File: config.mk
export PLATFORM = sky130hd
export DESIGN_NAME = pipe_reg_skid
export DESIGN_NICKNAME = d
export VERILOG_FILES = /design/src/rtl/pipe_pkg.sv /design/src/rtl/pipe_slot.sv /design/src/rtl/pipe_reg_skid.sv
export SDC_FILE = /design/constraint.sdc
export NUM_CORES = 1
export LEC_CHECK = 0
export ABC_AREA = 1
export CAP_MARGIN = 20
export CORE_MARGIN = 2
export CORE_UTILIZATION = 40
export CTS_CLUSTER_DIAMETER = 30
export DETAILED_ROUTE_END_ITERATION = 12
export HOLD_SLACK_MARGIN = 0.12
export MAX_ROUTING_LAYER = met4
export PLACE_DENSITY = 0.73
export RECOVER_POWER = 50
export SLEW_MARGIN = 30
export SYNTH_ARGS = -nofsm -noshare
export SYNTH_HDL_FRONTEND = slang
export SYNTH_SLANG_ARGS = --single-unit
File: constraint.sdc
create_clock -name clk -period 10.5 [get_ports clk]
set_input_delay 2.1 -clock clk [delete_from_list [all_inputs] [get_ports clk]]
set_output_delay 2.1 -clock clk [all_outputs]
set_load 0.005 [all_outputs]
File: src/rtl/pipe_pkg.sv
// Shared definitions for the pipeline-stage skid register: payload defaults,
// the occupancy-encoded state type and a packed payload record.
package pipe_pkg;

    localparam int PC_W_DEF   = 32;
    localparam int INST_W_DEF = 32;

    localparam logic [INST_W_DEF-1:0] ZeroWord    = '0;
    localparam logic [INST_W_DEF-1:0] NopInstDef  = ZeroWord;

    // State encoding equals the number of held entries, so the state register
    // doubles as the occupancy output.
    typedef enum logic [1:0] {
        EMPTY = 2'd0,
        ONE   = 2'd1,
        FULL  = 2'd2
    } skid_state_t;

    typedef struct packed {
        logic [PC_W_DEF-1:0]   pc;
        logic [INST_W_DEF-1:0] inst;
    } pipe_payload_t;

endpackage

File: src/rtl/pipe_slot.sv
// One valid bit plus payload register. Clear wins over load; the payload is
// left untouched on clear because the output mux masks it on the valid bit.
module pipe_slot #(
    parameter int W = 64
) (
    input  logic         clk,
    input  logic         rst,
    input  logic         load,
    input  logic         clear,
    input  logic [W-1:0] d,
    output logic         valid,
    output logic [W-1:0] q
);

    // Valid/payload register with clear priority
    always_ff @(posedge clk or posedge rst) begin
        if (rst) begin
            valid <= 1'b0;
            q     <= '0;
        end else if (clear) begin
            valid <= 1'b0;
        end else if (load) begin
            valid <= 1'b1;
            q     <= d;
        end
    end

endmodule

File: src/rtl/pipe_reg_skid.sv
// Pipeline-stage register with a 2-entry skid buffer carrying {pc, inst}.
// Handshake: a transfer happens on a rising edge where valid and ready are
// both high on the same side (push = up_valid & up_ready, pop = dn_valid &
// dn_ready); dn_* stay stable while dn_valid is high and dn_ready is low,
// and up_ready is a register that depends only on the next occupancy.
module pipe_reg_skid
    import pipe_pkg::*;
#(
    parameter int                PC_W     = 32,
    parameter int                INST_W   = 32,
    parameter logic [INST_W-1:0] NOP_INST = {INST_W{1'b0}},
    parameter int                CNT_W    = 16
) (
    input  logic              clk,
    input  logic              rst,
    input  logic              flush,
    input  logic              up_valid,
    output logic              up_ready,
    input  logic [PC_W-1:0]   up_pc,
    input  logic [INST_W-1:0] up_inst,
    output logic              dn_valid,
    input  logic              dn_ready,
    output logic [PC_W-1:0]   dn_pc,
    output logic [INST_W-1:0] dn_inst,
    output logic [1:0]        occupancy,
    output logic [CNT_W-1:0]  bubble_cnt
);

    localparam int W = PC_W + INST_W;

    skid_state_t state;
    skid_state_t next_state;

    logic         push;
    logic         pop;
    logic         head_load;
    logic         head_clear;
    logic [W-1:0] head_d;
    logic         head_valid;
    logic [W-1:0] head_q;
    logic         skid_load;
    logic         skid_clear;
    logic         skid_valid;
    logic [W-1:0] skid_q;
    logic [W-1:0] up_word;

    assign up_word = {up_pc, up_inst};
    assign push    = up_valid & up_ready;
    assign pop     = head_valid & dn_ready;

    // Next-state and slot control; flush overrides every transfer
    always_comb begin
        next_state = state;
        head_load  = 1'b0;
        head_clear = 1'b0;
        head_d     = up_word;
        skid_load  = 1'b0;
        skid_clear = 1'b0;
        case (state)
            EMPTY: begin
                if (push) begin
                    head_load  = 1'b1;
                    next_state = ONE;
                end
            end
            ONE: begin
                if (push && pop) begin
                    head_load  = 1'b1;
                end else if (push) begin
                    skid_load  = 1'b1;
                    next_state = FULL;
                end else if (pop) begin
                    head_clear = 1'b1;
                    next_state = EMPTY;
                end
            end
            FULL: begin
                // up_ready is low here, so only the pop path exists
                if (pop) begin
                    head_d     = skid_q;
                    head_load  = 1'b1;
                    skid_clear = 1'b1;
                    next_state = ONE;
                end
            end
            default: begin
                head_clear = 1'b1;
                skid_clear = 1'b1;
                next_state = EMPTY;
            end
        endcase
        if (flush) begin
            head_load  = 1'b0;
            skid_load  = 1'b0;
            head_clear = 1'b1;
            skid_clear = 1'b1;
            next_state = EMPTY;
        end
    end

    // FSM state and registered up_ready
    always_ff @(posedge clk or posedge rst) begin
        if (rst) begin
            state    <= EMPTY;
            up_ready <= 1'b1;
        end else begin
            state    <= next_state;
            up_ready <= (next_state != FULL);
        end
    end

    pipe_slot #(.W(W)) u_head (
        .clk   (clk),
        .rst   (rst),
        .load  (head_load),
        .clear (head_clear),
        .d     (head_d),
        .valid (head_valid),
        .q     (head_q)
    );

    pipe_slot #(.W(W)) u_skid (
        .clk   (clk),
        .rst   (rst),
        .load  (skid_load),
        .clear (skid_clear),
        .d     (up_word),
        .valid (skid_valid),
        .q     (skid_q)
    );

    assign occupancy = state;
    assign dn_valid  = head_valid;
    assign dn_pc     = head_valid ? head_q[W-1:INST_W] : '0;
    assign dn_inst   = head_valid ? head_q[INST_W-1:0] : NOP_INST;

    // Saturating count of edges that see no valid output
    always_ff @(posedge clk or posedge rst) begin
        if (rst) begin
            bubble_cnt <= '0;
        end else if (!head_valid && (bubble_cnt != {CNT_W{1'b1}})) begin
            bubble_cnt <= bubble_cnt + CNT_W'(1);
        end
    end

    // Occupancy never reaches 3 and the skid slot is valid exactly when FULL
    always_ff @(posedge clk) begin
        if (!rst) begin
            assert (occupancy != 2'd3);
            assert ((state == FULL) == skid_valid);
            assert ((state != EMPTY) == head_valid);
        end
    end

endmodule

==> flow_metrics.py <==
metrics = {
    "power": {
        "power_leakage_nw": 5.08,
        "comb_power_share_pct": 21.6,
        "p_sw_share_pct": 28.4,
        "p_int_mw": 1.31,
        "switchingPower_uw": 518,
        "pwr-share-clk_pct": 33.1,
        "pwr-share-seq_pct": 45.2,
        "power_density_nw_per_um2": 195,
        "ir_worst_vdd_uv": 123,
    },
    "synthesis": {
        "ys_seq_area_share_pct": 52.0,
        "synth_xor_area_share_pct": 0.615,
        "synthAdderAreaFrac_pct": 0.176,
        "synth-simple-area-share_pct": 24.5,
        "ys_ff_latch": 148,
        "synth_top_family_by_area": "simple AND/OR/NAND/NOR gates",
        "avgSynthCellArea_sq_um": 7.34,
        "synth_cells": 971,
        "synth_compound_area_share_pct": 11.7,
        "syn_area_sq_um": 7130,
        "syn_nets": 1041,
        "yosysUniqueCellTypes": 23,
        "yosys_warnings": 0,
        "synth.mux.area_fraction_pct": 0,
    },
    "layout": {
        "antenna_cells": 0,
        "nets": 1169,
        "seq_area_sq_um": 3710,
        "final_cell_mix": "370 x nand2_1, 146 x dfrtp_1, 145 x inv_1",
        "area_growth_pct": 31.3,
        "final_common_cell": "nand2_1",
        "fillers": 1637,
        "multi_input_area_sq_um": 2650,
        "final_core_utilization_pct": 53.9,
        "drive_above_1_share_pct": 3.78,
        "stdcell_area_sq_um": 9360,
    },
    "routing": {
        "drt_iter0_markers": 344,
        "wl_mm": 16.7,
        "num_vias": 6248,
        "first_pass_iters": 5,
        "ant_nets": 0,
        "route.detailed.drc": 0,
        "vias_per_cell": 4.68,
        "wl_per_cell_microns": 12.5,
    },
    "cts": {
        "cts_setup_buffers": 0,
        "htreeDepth": 4,
        "cts_sinks": 148,
        "cts_tree": "yes",
        "cts_root_buffer": "clkbuf_16",
        "clk_latency_ns": 0.42,
        "cts_resized": 0,
        "clk_pin_slew_ns": 0.06,
        "holdBufCountCts": 0,
        "cts_buffers": 17,
        "clk_path_buf_depth": 2,
    },
    "grt": {
        "grt_pass1_vias": 5799,
        "overflow": 0,
        "antenna_found_initial": 0,
        "grt_max_degree": 129,
        "grt_use_total_pct": 19.1,
        "grt_pass1_wl_mm": 27.6,
    },
    "sta": {
        "slew_headroom_pct": -99.1,
        "timing.fmax_mhz": 213,
        "finalCriticalPeriod_ns": 4.69,
        "fin_crit_sh_pct": 44.6,
        "whs_ns": 0.469,
        "tns_ns": 0,
        "worst_clock_skew_ns": 0.00698,
        "drv_slew": 68,
        "setup_viol": 0,
        "rsz0062_at_grt": "no",
        "worst_slack_ns": 5.81,
        "hold_viol": 0,
        "worst_pin_slew_ns": 2.97,
    },
    "worst_hold_path": {
        "hp-class": "flip-flop to flip-flop",
        "hold_depth": 2,
        "min_from": "u_head.q[51]$_DFFE_PP0P_",
    },
    "placement": {
        "gp_congestion": 0.854,
        "hpwlAfterDp_mm": 11.0,
        "io_buffers": 152,
        "place_worst_setup_slack_ns": 5.73,
        "placed_area_sq_um": 8770,
    },
    "die": {
        "ios": 153,
        "rows": 48,
        "die_w_microns": 137,
        "die_area_sq_um": 18900,
        "core_area_sq_um": 17400,
        "chipHeight_microns": 137,
        "start_util_pct": 41.1,
    },
    "status": {
        "status": "finished with violations",
        "violations": "max-capacitance violations, max-slew violations",
    },
    "setup_path": {
        "arrival_ns": 5.11,
        "path_class": "input port to asynchronous set/reset pin",
        "reg2regPathDepth": 10,
        "start_kind": "input port",
        "rr_startpoint": "u_head.valid$_DFFE_PP0P_",
        "required_ns": 10.92,
        "path_max_fanout": 82,
        "crit_start": "rst",
        "endpoint_kind": "asynchronous set/reset pin",
    },
    "run": {
        "maxCapViolations": 1,
    },
}
==> state kept, by name, summed over array words and instances, names as in the netlist <==
signal / cells
up_ready: 1
bubble_cnt: 16
u_skid.q: 64
u_head.q: 64
u_head.valid: 1
occupancy: 2
==> cell families (layout without fill, tap and decap cells) <==
| group | count (synthesis) | count (layout) |
|---|---|---|
| fa+ha+maj | 1 | 1 |
| xor+xnor | 5 | 5 |
| flops | 148 | 148 |
| compound gates | 166 | 166 |
| simple gates | 454 | 454 |
| buf+inv | 197 | 337 |
==> per-layer routing <==
| layer | up-vias | share of wire, % | global-route usage (%) |
|---|---|---|---|
| met3 | 25 | 4.5 | 3.64 |
| li1 | 3201 | - | - |
| met5 | - | 0 | - |
| met2 | 166 | 47 | 29.2 |
| met4 | 0 | 2.5 | 7.27 |
| met1 | 2856 | 46 | 25.4 |
==> area by class of cell <==
cell class | count | area share (%)
Clock buffer | 23 | 5.32
Clock inverter | 8 | 1.06
Inverter | 147 | 5.91
Multi-Input combinational cell | 626 | 28.3
Sequential cell | 148 | 39.6
Tap cell | 225 | 3.01
Timing Repair Buffer | 159 | 16.8
==> power by group through the flow <==
stage / combinational [mW] / clock, mW / sequential [mW]
2_1_floorplan: 0.242 / 0 / 0.810
3_3_place_gp: 0.389 / 0 / 0.831
3_5_place_dp: 0.404 / 0 / 0.834
4_1_cts: 0.405 / 0.620 / 0.826
5_1_grt: 0.462 / 0.641 / 0.851
6_report: 0.396 / 0.606 / 0.827
==> final timing paths <==
check / endpoint / slack, ns
setup / recovery: u_head.valid$_DFFE_PP0P_ / 5.81
hold / removal: u_head.q[51]$_DFFE_PP0P_ / 0.47
setup reg to reg: u_head.q[1]$_DFFE_PP0P_ / 6.93
hold reg to reg: u_head.q[51]$_DFFE_PP0P_ / 0.47
max in group clk: u_head.q[1]$_DFFE_PP0P_ / 5.96
min in group asynchronous: occupancy[1]$_DFF_PP0_ / 2.98
==> through the flow <==
step / cells / power, mW
after floorplan: 971 / 1.05
after global placement: 1305 / 1.22
after detailed placement: 1305 / 1.24
after CTS: 1336 / 1.85
after global routing: 1336 / 1.95
final: 1336 / 1.83
==> cells in the mapped netlist <==
library cell / count / area share [%]
a21oi_1: 44 / 3.1
buf_2: 21 / 1.5
buf_4: 1 / 0.11
buf_6: 2 / 0.32
clkbuf_1: 26 / 1.4
dfrtp_1: 147 / 52
dfstp_2: 1 / 0.37
ha_1: 1 / 0.18
inv_1: 145 / 7.6
inv_2: 2 / 0.11
nand2_1: 371 / 20
nand3_1: 10 / 0.70
nand3b_1: 1 / 0.11
nand4_1: 7 / 0.61
nor2_1: 61 / 3.2
nor2_2: 2 / 0.18
nor3_1: 1 / 0.070
o21ai_0: 111 / 7.8
o21ai_1: 10 / 0.70
o31ai_1: 1 / 0.11
or2_2: 1 / 0.088
xnor2_1: 3 / 0.37
xor2_1: 2 / 0.25
==> critical path: stages <==
cell	delay (ns)
dlygate4sd3_1	0.54
clkinvlp_2	1.67
buf_6	0.74
Power figures use the tool's default switching activity.
